**src/rtl/tour_cmd_sched.sv**
```systemverilog
// Command-source scheduler in front of cmd_proc: passes UART commands through while idle,
// and on tour_go walks the knight's-tour move list as vertical then horizontal segments.
module tour_cmd_sched #(
  parameter int NUM_MOVES = 24,
  parameter int IDX_W     = 5
) (
  input  logic             clk,
  input  logic             rst,
  input  logic [15:0]      cmd_UART,
  input  logic             cmd_rdy_UART,
  output logic             clr_cmd_rdy_UART,
  input  logic             tour_go,
  input  logic [7:0]       move,
  output logic [IDX_W-1:0] mv_indx,
  output logic [15:0]      cmd,
  output logic             cmd_rdy,
  input  logic             clr_cmd_rdy,
  input  logic             send_resp,
  output logic [7:0]       resp
);

  localparam logic [3:0]       OP_MOVE    = 4'h2;
  localparam logic [3:0]       OP_FANFARE = 4'h3;
  localparam logic [7:0]       HEAD_N     = 8'h00;
  localparam logic [7:0]       HEAD_W     = 8'h3F;
  localparam logic [7:0]       HEAD_S     = 8'h7F;
  localparam logic [7:0]       HEAD_E     = 8'hBF;
  localparam logic [7:0]       RESP_DONE  = 8'hA5;
  localparam logic [7:0]       RESP_BUSY  = 8'h5A;
  localparam logic [IDX_W-1:0] LAST_IDX   = IDX_W'(NUM_MOVES - 1);
  localparam logic [IDX_W-1:0] IDX_ONE    = IDX_W'(1);

  typedef enum logic [2:0] {
    IDLE   = 3'd0,
    VERT   = 3'd1,
    HOLD_V = 3'd2,
    HORZ   = 3'd3,
    HOLD_H = 3'd4
  } state_t;

  // Knight step as sign/magnitude per axis; a zero magnitude means "no motion".
  typedef struct packed {
    logic       x_neg;
    logic [1:0] x_mag;
    logic       y_neg;
    logic [1:0] y_mag;
  } step_t;

  state_t           state_r;
  logic [IDX_W-1:0] mv_indx_r;
  step_t            step_s;
  logic [15:0]      vert_cmd_s;
  logic [15:0]      horz_cmd_s;
  logic             last_move_s;

  // Lowest set bit of the one-hot move wins; an empty move decodes to no motion.
  function automatic step_t decode_move(input logic [7:0] mv);
    step_t st;
    casez (mv)
      8'b???????1: st = {1'b1, 2'd1, 1'b0, 2'd2};
      8'b??????10: st = {1'b0, 2'd1, 1'b0, 2'd2};
      8'b?????100: st = {1'b1, 2'd2, 1'b0, 2'd1};
      8'b????1000: st = {1'b1, 2'd2, 1'b1, 2'd1};
      8'b???10000: st = {1'b1, 2'd1, 1'b1, 2'd2};
      8'b??100000: st = {1'b0, 2'd1, 1'b1, 2'd2};
      8'b?1000000: st = {1'b0, 2'd2, 1'b1, 2'd1};
      8'b10000000: st = {1'b0, 2'd2, 1'b0, 2'd1};
      default:     st = {1'b0, 2'd0, 1'b0, 2'd0};
    endcase
    return st;
  endfunction

  function automatic logic [15:0] vert_segment(input step_t st);
    logic [7:0] heading;
    if (st.y_neg) begin
      heading = HEAD_S;
    end else begin
      heading = HEAD_N;
    end
    return {OP_MOVE, heading, 2'b00, st.y_mag};
  endfunction

  // No horizontal motion (empty move) is still issued, pointing north.
  function automatic logic [15:0] horz_segment(input step_t st);
    logic [7:0] heading;
    if (st.x_mag == 2'd0) begin
      heading = HEAD_N;
    end else if (st.x_neg) begin
      heading = HEAD_W;
    end else begin
      heading = HEAD_E;
    end
    return {OP_FANFARE, heading, 2'b00, st.x_mag};
  endfunction

  assign step_s      = decode_move(move);
  assign vert_cmd_s  = vert_segment(step_s);
  assign horz_cmd_s  = horz_segment(step_s);
  assign last_move_s = (mv_indx_r == LAST_IDX);
  assign mv_indx     = mv_indx_r;

  // Tour sequencer: each segment waits for consume, then for cmd_proc to finish it.
  always_ff @(posedge clk or posedge rst) begin
    if (rst) begin
      state_r   <= IDLE;
      mv_indx_r <= '0;
    end else begin
      case (state_r)
        IDLE: begin
          if (tour_go) begin
            mv_indx_r <= '0;
            state_r   <= VERT;
          end
        end
        VERT: begin
          if (clr_cmd_rdy) begin
            state_r <= HOLD_V;
          end
        end
        HOLD_V: begin
          if (send_resp) begin
            state_r <= HORZ;
          end
        end
        HORZ: begin
          if (clr_cmd_rdy) begin
            state_r <= HOLD_H;
          end
        end
        HOLD_H: begin
          if (send_resp) begin
            if (last_move_s) begin
              state_r <= IDLE;
            end else begin
              mv_indx_r <= mv_indx_r + IDX_ONE;
              state_r   <= VERT;
            end
          end
        end
        default: begin
          state_r   <= IDLE;
          mv_indx_r <= '0;
        end
      endcase
    end
  end

  // Command-port mux: UART passthrough when idle, segment commands during a tour.
  always_comb begin
    cmd              = 16'h0000;
    cmd_rdy          = 1'b0;
    clr_cmd_rdy_UART = 1'b0;
    resp             = RESP_DONE;
    case (state_r)
      IDLE: begin
        cmd              = cmd_UART;
        cmd_rdy          = cmd_rdy_UART;
        clr_cmd_rdy_UART = clr_cmd_rdy;
        resp             = RESP_DONE;
      end
      VERT: begin
        cmd     = vert_cmd_s;
        cmd_rdy = 1'b1;
        resp    = RESP_BUSY;
      end
      HOLD_V: begin
        cmd  = vert_cmd_s;
        resp = RESP_BUSY;
      end
      HORZ: begin
        cmd     = horz_cmd_s;
        cmd_rdy = 1'b1;
        resp    = RESP_BUSY;
      end
      HOLD_H: begin
        cmd = horz_cmd_s;
        if (last_move_s) begin
          resp = RESP_DONE;
        end else begin
          resp = RESP_BUSY;
        end
      end
      default: begin
        cmd  = 16'h0000;
        resp = RESP_DONE;
      end
    endcase
  end

endmodule

```
**config.mk**
```make
export PLATFORM = sky130hd
export DESIGN_NAME = tour_cmd_sched
export DESIGN_NICKNAME = d
export VERILOG_FILES = /design/src/rtl/tour_cmd_sched.sv
export SDC_FILE = /design/constraint.sdc
export NUM_CORES = 1
export LEC_CHECK = 0
export BUFFER_PORTS_ARGS = -buffer_cell sky130_fd_sc_hd__buf_4
export CAP_MARGIN = 20
export CORE_MARGIN = 2
export CORE_UTILIZATION = 40
export CTS_BUF_LIST = sky130_fd_sc_hd__clkbuf_16
export DETAILED_ROUTE_END_ITERATION = 10
export PLACE_DENSITY = 0.8
export SLEW_MARGIN = 5
export SYNTH_ARGS = -nofsm -noshare
export SYNTH_HDL_FRONTEND = slang
export SYNTH_SLANG_ARGS = --single-unit
```
**constraint.sdc**
```tcl
create_clock -name clk -period 3.31 [get_ports clk]
set_input_delay 0.4965 -clock clk [delete_from_list [all_inputs] [get_ports clk]]
set_output_delay 0.4965 -clock clk [all_outputs]
set_load 0.1 [all_outputs]
```
==> flow_metrics.env <==
export IMPL_hold_viol=0
export IMPL_cts_tree="yes"
export IMPL_holdBufCountCts=0
export IMPL_cp_start_kind="flop"
export IMPL_yosysTopAreaCellShare_pct=23.1
export IMPL_post_cts_resize_count=0
export IMPL_grt_max_degree=16
export IMPL_reg2reg_from="state_r[2]"
export IMPL_die_w_um=50.5
export IMPL_drc_errors=0
export IMPL_critPathKind="reg2out"
export IMPL_antenna_cells=0
export IMPL_wirelength_um=2700
export IMPL_start_util_pct=43.2
export IMPL_final_common_cell="buf_4"
export IMPL_gp_congestion=0.840
export IMPL_postCtsSetupRepairBufs=0
export IMPL_drt_iter0_drc=17
export IMPL_clock_skew_ns=0.000913
export IMPL_seq_area_frac_synth_pct=23.1
export IMPL_fin_crit_sh_pct=76.0
export IMPL_clock_latency_ns=0.23
export IMPL_cts_root_buffer="clkbuf_16"
export IMPL_layout_common_cells="buf_4 (61), nand2_1 (14), nor2_1 (10), o21ai_0 (7)"
export IMPL_dp_hpwl_um=2130
export IMPL_h_tree_depth=1
export IMPL_r2r_end="mv_indx[3]"
export IMPL_syn_cell_area_um2=866
export IMPL_synth_area_top_cells="dfrtp_1 (23%), nand2_1 (6.1%), a21o_1 (5.2%)"
export IMPL_setup_viol=0
export IMPL_synth_area_leader_cell="dfrtp_1"
export IMPL_r2r_cells=5
export IMPL_wl_per_cell_um=13.8
export IMPL_rsz0062_at_grt="no"
export IMPL_crit_fanout=13
export IMPL_portBuffers=60
export IMPL_ant_nets=0
export IMPL_max_cap_viol_count=0
export IMPL_final_max_slew_viol_count=0
export IMPL_synth_seq_cells=8
export IMPL_rows=16
export IMPL_synthesis_nets=146
export IMPL_max_slew_worst_pin_slew_ns=0.510
export IMPL_yosysWarningCount=0
export IMPL_nFillCells=176
export IMPL_clkSlewWorstSetupHoldPaths_ns=0.04
export IMPL_syn_inst=115
export IMPL_grt_pass1_vias=948
export IMPL_dr_pass1_iters=4
export IMPL_cts_sinks=8
export IMPL_vias=1055
export IMPL_syn_to_final_growth_pct=58.8
export IMPL_status="complete, no violations"
export IMPL_overflow=0
export IMPL_multiInputGateArea_um2=588
export IMPL_die_area_um2=2550
export IMPL_nets=201
export IMPL_core_um2=2000
export IMPL_cts_made_buffers=3
export IMPL_fmax_mhz=398
export IMPL_grt_pass1_wl_um=4330
export IMPL_worstPathArrival_ns=2.02
export IMPL_drive_gt1_share_pct=45.8
export IMPL_hp_class="in2async"
export IMPL_regArea_um2=205
export IMPL_ios=61
export IMPL_viasPerCell=5.41
export IMPL_cts_path_max_buffers=2
export IMPL_slew_headroom_pct=66.0
export IMPL_tns_ns=0
export IMPL_die_h_um=50.5
export IMPL_endpoint_kind="output port"
export IMPL_syn_area_per_cell_um2=7.53
export IMPL_ff2ff_setup_slack_ns=1.65
export IMPL_antenna_found_initial=0
export IMPL_min_period_ns=2.51
export IMPL_cp_required_ns=2.81
export IMPL_netlist_cell_type_count=46
export IMPL_grtUsageTotal_pct=22.2
[synthesized netlist by cell type, drive strengths merged]
library cell  number
xor2               2
or2                2
mux2i              1
a21boi             2
dfrtp              8
buf               11
xnor2              1
and2               6
nor4               3
o21ba              1
and3b              1
nor3b              1
o21a               1
a31o               1
ha                 1
a211oi             1
inv                4
nor2              11
o22ai              4
nand3              1
o31a               1
o32ai              1
o31ai              1
nor3               1
nor2b              1
nand2             15
o311ai             1
nand4b             2
a21o               6
or3                3
and3               1
mux2               1
nand3b             1
a211o              1
a32oi              1
or4                3
a21oi              3
o21ai              8
nand4              1
[logic make-up (layout without fill, tap and decap cells)]
kind of cell	count (synthesis)	count (layout)	share of synthesized area, %
AND/OR/NAND/NOR	53	53	33.0
AO/OA/AOI/OAI	33	33	27.3
buffers and inverters	15	68	9.68
flip-flops	8	8	23.1
XOR/XNOR	3	3	3.04
multiplexers	2	2	2.46
adder cells (fa/ha/maj)	1	1	1.44
[metal layers]
metal  wire (um)  up-vias  track usage (%)
li1            -      520                -
met2        1370       45             37.5
met3         181        8             5.06
met5           0        -                0
met4          65        0             9.01
met1        1080      482             27.2
[worst max-delay path, cell delays in order, from the launching register on]
cell and delay, ns:
dfrtp_1 0.57, nor3b_1 0.48, o22ai_2 0.18, o31ai_2 0.23, buf_4 0.32
[state kept, by name, indices dropped and copies added, names as in the netlist]
name / count
state_r: 3
mv_indx: 5
[metrics by stage]
stage	cells	hold slack [ns]	cell area [um2]	util, %	setup WS, ns
final	195	0.219	1380	68.7	0.796
after global routing	195	0.250	1380	68.7	0.663
after CTS	195	0.228	1380	68.7	0.813
after detailed placement	192	0.472	1300	64.9	0.935
after global placement	192	0.467	1300	64.9	0.961
after floorplan	115	0.312	877	-	0.0674
[layout make-up]
class | instances | area share, %
tap | 27 | 2.46
sequential | 8 | 14.9
inverter | 4 | 1.09
clock buffer | 3 | 5.46
multi-input combinational | 92 | 42.8
timing repair buffer | 61 | 33.3
[how the worst max path moves through the flow]
stage,start,endpoint,slack (ns),cells after the start
after global placement,move[6],cmd[0],0.96,6
final,state_r[2],cmd[11],0.80,4
after global routing,state_r[0],cmd[11],0.66,5
after detailed placement,move[6],cmd[0],0.93,6
after CTS,state_r[2],cmd[11],0.81,4
after floorplan,mv_indx[3],resp[3],0.07,5
Power is left out: the tool's default activity adds up to more than one toggle a clock period on the data nets, which glitch-free logic cannot reach.
